<file path="config.mk">
export PLATFORM = sky130hd
export DESIGN_NAME = i2c_target_regs
export DESIGN_NICKNAME = d
export VERILOG_FILES = /design/src/rtl/i2c_target_pkg.sv /design/src/rtl/i2c_line_filter.sv /design/src/rtl/i2c_target_regs.sv
export SDC_FILE = /design/constraint.sdc
export NUM_CORES = 1
export LEC_CHECK = 0
export ABC_AREA = 1
export CELL_PAD_IN_SITES_DETAIL_PLACEMENT = 0
export CELL_PAD_IN_SITES_GLOBAL_PLACEMENT = 1
export CORE_ASPECT_RATIO = 2
export CORE_MARGIN = 2
export CORE_UTILIZATION = 50
export DETAILED_ROUTE_END_ITERATION = 10
export PLACE_DENSITY_LB_ADDON = 0.1
export REMOVE_ABC_BUFFERS = 1
export SLEW_MARGIN = 0
export SYNTH_ARGS = -nofsm -noshare
export SYNTH_HDL_FRONTEND = slang
export SYNTH_SLANG_ARGS = --single-unit
</file>
<file path="constraint.sdc">
create_clock -name clk -period 18.2 [get_ports clk]
set_clock_uncertainty 0.15 [all_clocks]
set_input_delay 2.73 -clock clk [delete_from_list [all_inputs] [get_ports clk]]
set_output_delay 2.73 -clock clk [all_outputs]
set_load 0.05 [all_outputs]
</file>
<file path="src/rtl/i2c_target_pkg.sv">
// I2C target register bank: shared state encoding and bus constants.
// Imported by the top-level target FSM.
package i2c_target_pkg;

   // Byte-level protocol states of the target
   typedef enum logic [3:0] {
      ST_IDLE,
      ST_ADDR,
      ST_ADDR_ACK,
      ST_PTR,
      ST_PTR_ACK,
      ST_WDATA,
      ST_WDATA_ACK,
      ST_RDATA,
      ST_RDATA_ACK,
      ST_IGNORE
   } state_t;

   // Level of the ninth (acknowledge) bit
   localparam logic ACK  = 1'b0;
   localparam logic NACK = 1'b1;

endpackage

</file>
<file path="src/rtl/i2c_line_filter.sv">
// I2C pad conditioner: 2-FF synchroniser, stable-count glitch filter,
// and one-cycle rise/fall flags aligned with the filtered level.
module i2c_line_filter #(
   parameter int FILT_LEN = 4
) (
   input  logic clk,
   input  logic reset,
   input  logic pin,
   output logic level,
   output logic rise,
   output logic fall
);

   localparam int CW = $clog2(FILT_LEN + 1);
   localparam logic [CW-1:0] CNT_MAX = CW'(FILT_LEN - 1);
   localparam logic [CW-1:0] CNT_ONE = CW'(1);

   logic          s1;
   logic          s2;
   logic [CW-1:0] cnt;

   // Bring the asynchronous pad into the clk domain (idle bus is high)
   always_ff @(posedge clk or posedge reset) begin
      if (reset) begin
         s1 <= 1'b1;
         s2 <= 1'b1;
      end else begin
         s1 <= pin;
         s2 <= s1;
      end
   end

   // Accept a new level only after FILT_LEN consecutive differing samples
   always_ff @(posedge clk or posedge reset) begin
      if (reset) begin
         level <= 1'b1;
         cnt   <= '0;
         rise  <= 1'b0;
         fall  <= 1'b0;
      end else begin
         rise <= 1'b0;
         fall <= 1'b0;
         if (s2 == level) begin
            cnt <= '0;
         end else if (cnt == CNT_MAX) begin
            level <= s2;
            cnt   <= '0;
            rise  <= s2;
            fall  <= ~s2;
         end else begin
            cnt <= cnt + CNT_ONE;
         end
      end
   end

endmodule

</file>
<file path="src/rtl/i2c_target_regs.sv">
// I2C target exposing a small byte register bank with an auto-incrementing
// register pointer; local logic reads the bank and sees every I2C write.
module i2c_target_regs
   import i2c_target_pkg::*;
#(
   parameter logic [6:0] DEV_ADDR = 7'h42,
   parameter int         REG_AW   = 4,
   parameter int         FILT_LEN = 4
) (
   input  logic              clk,
   input  logic              reset,
   input  logic              scl_in,
   input  logic              sda_in,
   output logic              sda_oe,
   input  logic [REG_AW-1:0] loc_rd_addr,
   output logic [7:0]        loc_rd_data,
   output logic              wr_pulse,
   output logic [REG_AW-1:0] wr_addr,
   output logic [7:0]        wr_data,
   output logic              busy
);

   localparam int NREG = 2 ** REG_AW;
   localparam logic [REG_AW-1:0] PTR_ONE = REG_AW'(1);

   logic scl_lvl, scl_rise, scl_fall;
   logic sda_lvl, sda_rise, sda_fall;

   i2c_line_filter #(.FILT_LEN(FILT_LEN)) u_scl_filt (
      .clk   (clk),
      .reset (reset),
      .pin   (scl_in),
      .level (scl_lvl),
      .rise  (scl_rise),
      .fall  (scl_fall)
   );

   i2c_line_filter #(.FILT_LEN(FILT_LEN)) u_sda_filt (
      .clk   (clk),
      .reset (reset),
      .pin   (sda_in),
      .level (sda_lvl),
      .rise  (sda_rise),
      .fall  (sda_fall)
   );

   state_t            state;
   logic [7:0]        shift;
   logic [2:0]        bit_cnt;
   logic [REG_AW-1:0] ptr;
   logic              rw;
   logic              ack_seen;
   logic              mack;
   logic [7:0]        bank [NREG];

   logic       start_det;
   logic       stop_det;
   logic [7:0] nxt_byte;

   assign start_det   = sda_fall & scl_lvl;
   assign stop_det    = sda_rise & scl_lvl;
   assign nxt_byte    = {shift[6:0], sda_lvl};
   assign loc_rd_data = bank[loc_rd_addr];

   // Protocol FSM: bits sampled on SCL rise, SDA drive changed on SCL fall;
   // ack_seen marks that the ninth clock has risen inside an ACK state
   always_ff @(posedge clk or posedge reset) begin
      if (reset) begin
         state    <= ST_IDLE;
         shift    <= '0;
         bit_cnt  <= '0;
         ptr      <= '0;
         rw       <= 1'b0;
         ack_seen <= 1'b0;
         mack     <= NACK;
         sda_oe   <= 1'b0;
         busy     <= 1'b0;
         wr_pulse <= 1'b0;
         wr_addr  <= '0;
         wr_data  <= '0;
         for (int i = 0; i < NREG; i++) bank[i] <= '0;
      end else begin
         wr_pulse <= 1'b0;
         if (start_det) begin
            state    <= ST_ADDR;
            bit_cnt  <= '0;
            ack_seen <= 1'b0;
            sda_oe   <= 1'b0;
         end else if (stop_det) begin
            state    <= ST_IDLE;
            ack_seen <= 1'b0;
            sda_oe   <= 1'b0;
            busy     <= 1'b0;
         end else if (scl_rise) begin
            unique case (state)
               ST_ADDR: begin
                  shift   <= nxt_byte;
                  bit_cnt <= bit_cnt + 3'd1;
                  if (bit_cnt == 3'd7) begin
                     if (nxt_byte[7:1] == DEV_ADDR) begin
                        state    <= ST_ADDR_ACK;
                        rw       <= nxt_byte[0];
                        busy     <= 1'b1;
                        ack_seen <= 1'b0;
                     end else begin
                        state <= ST_IGNORE;
                     end
                  end
               end
               ST_PTR: begin
                  shift   <= nxt_byte;
                  bit_cnt <= bit_cnt + 3'd1;
                  if (bit_cnt == 3'd7) begin
                     ptr      <= nxt_byte[REG_AW-1:0];
                     state    <= ST_PTR_ACK;
                     ack_seen <= 1'b0;
                  end
               end
               ST_WDATA: begin
                  shift   <= nxt_byte;
                  bit_cnt <= bit_cnt + 3'd1;
                  if (bit_cnt == 3'd7) begin
                     bank[ptr] <= nxt_byte;
                     wr_pulse  <= 1'b1;
                     wr_addr   <= ptr;
                     wr_data   <= nxt_byte;
                     ptr       <= ptr + PTR_ONE;
                     state     <= ST_WDATA_ACK;
                     ack_seen  <= 1'b0;
                  end
               end
               ST_RDATA: begin
                  shift   <= {shift[6:0], 1'b0};
                  bit_cnt <= bit_cnt + 3'd1;
                  if (bit_cnt == 3'd7) begin
                     ptr      <= ptr + PTR_ONE;
                     state    <= ST_RDATA_ACK;
                     ack_seen <= 1'b0;
                  end
               end
               ST_ADDR_ACK, ST_PTR_ACK, ST_WDATA_ACK: begin
                  ack_seen <= 1'b1;
               end
               ST_RDATA_ACK: begin
                  ack_seen <= 1'b1;
                  mack     <= sda_lvl;
               end
               default: ;
            endcase
         end else if (scl_fall) begin
            unique case (state)
               ST_ADDR_ACK: begin
                  if (!ack_seen) begin
                     sda_oe <= 1'b1;
                  end else begin
                     ack_seen <= 1'b0;
                     bit_cnt  <= '0;
                     if (rw) begin
                        shift  <= bank[ptr];
                        sda_oe <= ~bank[ptr][7];
                        state  <= ST_RDATA;
                     end else begin
                        sda_oe <= 1'b0;
                        state  <= ST_PTR;
                     end
                  end
               end
               ST_PTR_ACK, ST_WDATA_ACK: begin
                  if (!ack_seen) begin
                     sda_oe <= 1'b1;
                  end else begin
                     sda_oe   <= 1'b0;
                     ack_seen <= 1'b0;
                     bit_cnt  <= '0;
                     state    <= ST_WDATA;
                  end
               end
               ST_RDATA: begin
                  sda_oe <= ~shift[7];
               end
               ST_RDATA_ACK: begin
                  if (!ack_seen) begin
                     sda_oe <= 1'b0;
                  end else begin
                     ack_seen <= 1'b0;
                     bit_cnt  <= '0;
                     if (mack == ACK) begin
                        shift  <= bank[ptr];
                        sda_oe <= ~bank[ptr][7];
                        state  <= ST_RDATA;
                     end else begin
                        sda_oe <= 1'b0;
                        state  <= ST_IGNORE;
                     end
                  end
               end
               default: ;
            endcase
         end
      end
   end

endmodule

</file>
==> results.md <==
* RSZ-0062 raised after global routing: no
* Post-synth top cells: nand2_1 (321), dfrtp_1 (174), o21ai_0 (150), inv_1 (104), o21ai_1 (96)
* Top_reg_cell synth: dfrtp_1
* Hold path start: u_sda_filt.s1
* Starting density of the core at 0.505
* Max Slew Vio Count at 0
* Crit path largest cell delay at 0.80 ns
* Synth top area cells: dfrtp_1 (44%), nand2_1 (12%), o21ai_0 (7.5%)
* Post-CTS Hold Buffers at 0
* Register-to-register setup slack at between 10 and 15 ns
* Placed Cells at 1483
* Port bufs at 30
* Drt first pass iters at 5
* Fmax achieved at approximately 110 MHz
* Most common cell in the synthesized netlist: nand2_1
* Worst Setup End Kind: output port
* Non-Filler Instances at ~1500
* WP data required at ~15 ns
* FP Rows at 73
* Final Hold Viols at 0
* H-Tree Depth at 4
* Area after DPL at just over 10000 sq um
* Largest net degree at the start of global routing at roughly 110
* Final min period at just under 9 ns
* Die Area at between 20000 and 25000 sq um
* Drt total wl at a little over 30000 microns
* Num ports at 31
* Hold WC Path Type: reg2reg
* Status: complete, no violations
* PostCTS Resize Cnt at 0
* Worst path most repeated cell: nand3_1
* Total track usage at 0.302
* TritonCTS clock tree: done
* Total power at 944 uW
* Maximum capacitance violations at 0
* Setup TNS at 0 ns
* Max VDD drop at 0.0887 mV
* Setup-failing EPs final at 0
* Share of cells above drive strength 1 at 0.0966
* Antenna viol nets, final at 0
* First-pass GRT wire length at ~48000 microns
* Seq/Total Area, Yosys at 0.455
* Crit-path max FO at 82
* Startpoint types: input port
* Count of warnings emitted by yosys at 0
* Area leader, netlist: dfrtp_1
* EDFF count, synth at 0
* Hold depth at 0
* Num CTS Buffers at 17
* Number of global-route vias before repair at about 8300
* Crit path cell chain: buf_2, buf_4, inv_1, a21oi_1, o21ai_0, nand3_1, nand3_1, nand2_1, clkdlybuf4s50_1
* FF-to-FF End: sda_oe
* Worst Max-Slew Pin Slew at 1.03 ns
* Relative slew margins at 0.314
* Clk buf depth at 2
* Initial antenna violation count at 0
* Register-to-Register Path Depth at 13
* Fill count at about 2000
* Worst-Skew Late Latency at 0.46 ns
* Avg Cell Area, Syn at ~8 sq um
* P&R area growth vs syn at 8.85%
* Nets at between 1000 and 1500
* Hold WS at 0.209 ns
* Die height at about 200 microns
* Hold EP: u_sda_filt.s2
* PwrDens at ~87 nW/um^2
* Worst Path Arrival at approximately 6 ns
* Synth top area share at 0.437
* Die Wd at 104 microns
* Cell area after layout at 10800 sq um
* Gpl congestion at 0.905
* DRC viols at 0
* Post-synth ARST share at 1.00
* Post-synth cell types at 36
* Via count at roughly 8600
* Mean routed wirelength per cell at 20.1 microns
* Syn Std Cell Area at 9970 sq um
* Vias/cell at between 5 and 6
* Pleak at about 0.0048 uW
* CTS sink cnt at around 180
* Antenna cells at 0
* Final period util at 0.481
* WS Path Type: in2out
* DRT iter0 DRCs at 684
* Post-Synthesis Cells at between 1000 and 1500
* Worst-path clk slew at 0.07 ns
* Synthesized flop and latch total at about 180
* Hpwl dp at ~20000 microns
* Core ar. at 19700 sq um
* GRT overflow at 0
* Postcts setup bufs at 0
* CP max-delay cell: clkdlybuf4s50_1
* FF-to-FF Start: ptr[0]
* Root Driver: clkbuf_16
-- report_power, final --
group / internal, uW / switching (uW) / total, uW
sequential: 417 / 13.8 / 430
clock: 220 / 176 / 396
combinational: 32.0 / 84.8 / 117
-- stage by stage --
step / worst slack [ns] / utilization
2_1_floorplan: 10.42 / -
3_3_place_gp: 9.55 / 0.518
3_5_place_dp: 9.50 / 0.518
4_1_cts: 9.49 / 0.550
5_1_grt: 9.24 / 0.550
6_report: 9.45 / 0.550
-- cell type report --
cell class / instances / area, sq um / area share
tap: 262 / 328 / 0.0302
clock inverter: 15 / 194 / 0.0179
multi-input combinational: 890 / 4560 / 0.420
sequential: 181 / 4540 / 0.419
timing repair buffer: 41 / 373 / 0.0344
inverter: 109 / 429 / 0.0396
clock buffer: 17 / 425 / 0.0392
-- logic make-up (layout without fill, tap and decap cells) --
family / Yosys count / after routing / share of synthesized area
flip-flops: 181 / 181 / 0.455
buffers and inverters: 190 / 182 / 0.0873
AND/OR/NAND/NOR: 488 / 488 / 0.224
XOR/XNOR: 4 / 4 / 0.00352
adder cells (fa/ha/maj): 8 / 8 / 0.0100
AO/OA/AOI/OAI: 390 / 390 / 0.220
-- routing by layer --
metal / wire length, microns / GRT usage
met5: 0 / 0
met2: 15800 / 0.530
met4: 1580 / 0.158
met1: 11600 / 0.353
met3: 1420 / 0.0495
-- worst max-delay path, delay by kind of cell --
kind	cells	cell delay, ns
buf+inv	4	2.38
compound gates	2	0.38
simple gates	3	0.37
-- registers in the layout, summed over array words and instances (netlist names), 3 cells and up --
register and flops:
bank 128, bit_cnt 3, ptr 4, shift 8
state 4, u_scl_filt.cnt 3, u_sda_filt.cnt 3, wr_addr 4
wr_data 8
-- placed cells by master (no fill, tap or decap), types with 5 or more instances in the layout --
cell type	Yosys	routed
a21oi_1	69	69
dfstp_2	7	7
nand3_1	58	58
inv_1	104	103
nor2_1	59	59
nand3b_1	5	5
nand2_1	321	321
o21ai_2	35	35
dfrtp_1	174	172
buf_4	1	11
o211ai_1	29	29
clkbuf_16	0	17
clkdlybuf4s50_1	0	28
o221ai_1	7	7
nand3_4	8	8
nor3_1	12	12
o21ai_0	150	150
ha_1	8	8
nand4_1	7	7
o21ai_1	96	96
nand2_4	10	10
-- how the worst max path moves through the flow --
stage | cells past startpoint | start | end | slack [ns]
floorplan | 1 | reset | ack_seen | 10.42
global placement | 8 | loc_rd_addr[0] | loc_rd_data[1] | 9.55
detailed placement | 9 | loc_rd_addr[0] | loc_rd_data[7] | 9.50
CTS | 9 | loc_rd_addr[0] | loc_rd_data[7] | 9.49
global route | 9 | loc_rd_addr[0] | loc_rd_data[7] | 9.24
finish | 9 | loc_rd_addr[0] | loc_rd_data[7] | 9.45
No activity file was read; power rests on OpenSTA's default activity.
==> RTL edit: new RTL, same flow settings <==
The 10 states of `state_t` get a Gray code encoding in 4 bits.
--- a/src/rtl/i2c_target_pkg.sv
+++ b/src/rtl/i2c_target_pkg.sv
@@ -4,16 +4,16 @@
 
    // Byte-level protocol states of the target
    typedef enum logic [3:0] {
-      ST_IDLE,
-      ST_ADDR,
-      ST_ADDR_ACK,
-      ST_PTR,
-      ST_PTR_ACK,
-      ST_WDATA,
-      ST_WDATA_ACK,
-      ST_RDATA,
-      ST_RDATA_ACK,
-      ST_IGNORE
+      ST_IDLE      = 4'b0000,
+      ST_ADDR      = 4'b0001,
+      ST_ADDR_ACK  = 4'b0011,
+      ST_PTR       = 4'b0010,
+      ST_PTR_ACK   = 4'b0110,
+      ST_WDATA     = 4'b0111,
+      ST_WDATA_ACK = 4'b0101,
+      ST_RDATA     = 4'b0100,
+      ST_RDATA_ACK = 4'b1100,
+      ST_IGNORE    = 4'b1101
    } state_t;
 
    // Level of the ninth (acknowledge) bit
Function: no difference found for any inputs over 4 cycles, from zero or initial values and one cycle with reset high; so few cycles prove little.
==> RTL edit against the original RTL <==
Power decreased by 8.5%; die area about the same; setup slack improved by 0.41 ns; wire length increased by 0.67%; final area decreased by 0.18%; largest power group unchanged; area after synthesis increased by 0.10%; sequential cell count unchanged; largest cell class unchanged; count of clock-buffer cells in the layout increased by 2.
==> RTL edit: results <==
[synthesis]
synth-main-ff-cell = dfrtp_1
ys_seq_area_share_pct = 45.5
synthDistinctLibCells = 33
synth.area.top_cells = dfrtp_1, nand2_1, o21ai_0
synth_common_cells = nand2_1, dfrtp_1, o21ai_0, inv_1, nor2_1
yosysWarnings = 0

[finish]
layout-drive-gt1-share_pct = 10.7
fillers = 1948
seqCellArea_um2 = 4540
layout.nets = 1269

[grt]
grt_pass1_wl_mm = 47.5
grt_use_total_pct = 29.8
grt_start_max_net_pins = 106
grt_pass1_vias = 8270

[worst_setup_path]
startpoint = loc_rd_addr[0]
r2r_start = ptr[0]
worstPathArrival_ns = 5.46
critPathMaxFanout = 34

[route]
avgViaCountPerCell = 5.64
drt_pass1_iterations = 7
initialDrtViolationCount = 571
wl_per_cell_um = 20.0
wirelength_mm = 30.6

[placement]
gp_congestion = 0.879
numPlacedInstances = 1496
dp_slack_ns = 9.90
dpl_cell_area_um2 = 10300

[run_status]
status = finished, final reports clean

[timing]
slew_headroom_pct = 23.1

[pwr]
p_switching_uw = 234
irDropWorstVdd_uv = 109
-- RTL edit: changes by cell type after synthesis, sizes merged, moves of 5 or more --
cell and change:
nor2 +32, inv -6, nand3 -13, nand2 -10, o211ai -5
-- RTL edit: cell families after synthesis --
kind of cell	share of synthesized area, %
xor+xnor	0.263
flops	45.5
compound gates	22.6
simple gates	22.2
fa+ha+maj	1.00
buf+inv	8.43
-- RTL edit: cell type report --
class	instances	share of cell area, %
clock buffer	19	4.09
clock inverter	13	1.16
inverter	104	3.69
multi-input combinational	905	42.5
sequential	181	41.9
tap	262	3.03
timing repair buffer	44	3.65
-- RTL edit: power groups by stage --
stage | combinational [mW] | sequential [mW] | clock, mW
2_1_floorplan | 0.0518 | 0.425 | 0
3_3_place_gp | 0.0822 | 0.426 | 0
3_5_place_dp | 0.0823 | 0.427 | 0
4_1_cts | 0.0829 | 0.419 | 0.369
5_1_grt | 0.0913 | 0.420 | 0.381
6_report | 0.0819 | 0.419 | 0.362
-- RTL edit: worst paths after layout --
path | slack (ns) | end | cells after the start
worst max-delay path | 9.86 | loc_rd_data[2] | 7
worst min-delay path | 0.21 | u_sda_filt.s2 | 0
worst max register to register | 15.34 | bank[46] | 8
worst min register to register | 0.21 | u_sda_filt.s2 | 0
max in group asynchronous | 13.68 | bank[120] | 3
min in group asynchronous | 2.67 | wr_pulse | 2
-- RTL edit: critical path: stages --
cell,delay (ns)
buf_2,0.26
inv_1,0.91
o21ai_0,0.18
o221ai_1,0.27
nand3_1,0.18
nand2_1,0.10
clkdlybuf4s50_1,0.80
-- RTL edit: metal layers --
layer  vias up  wire, um  GRT usage, %
met5         -         0             0
met4         0      1880          18.5
met3       100      1110          3.71
met2       259     16100          52.8
met1      4076     11500          33.9
li1       4185         -             -
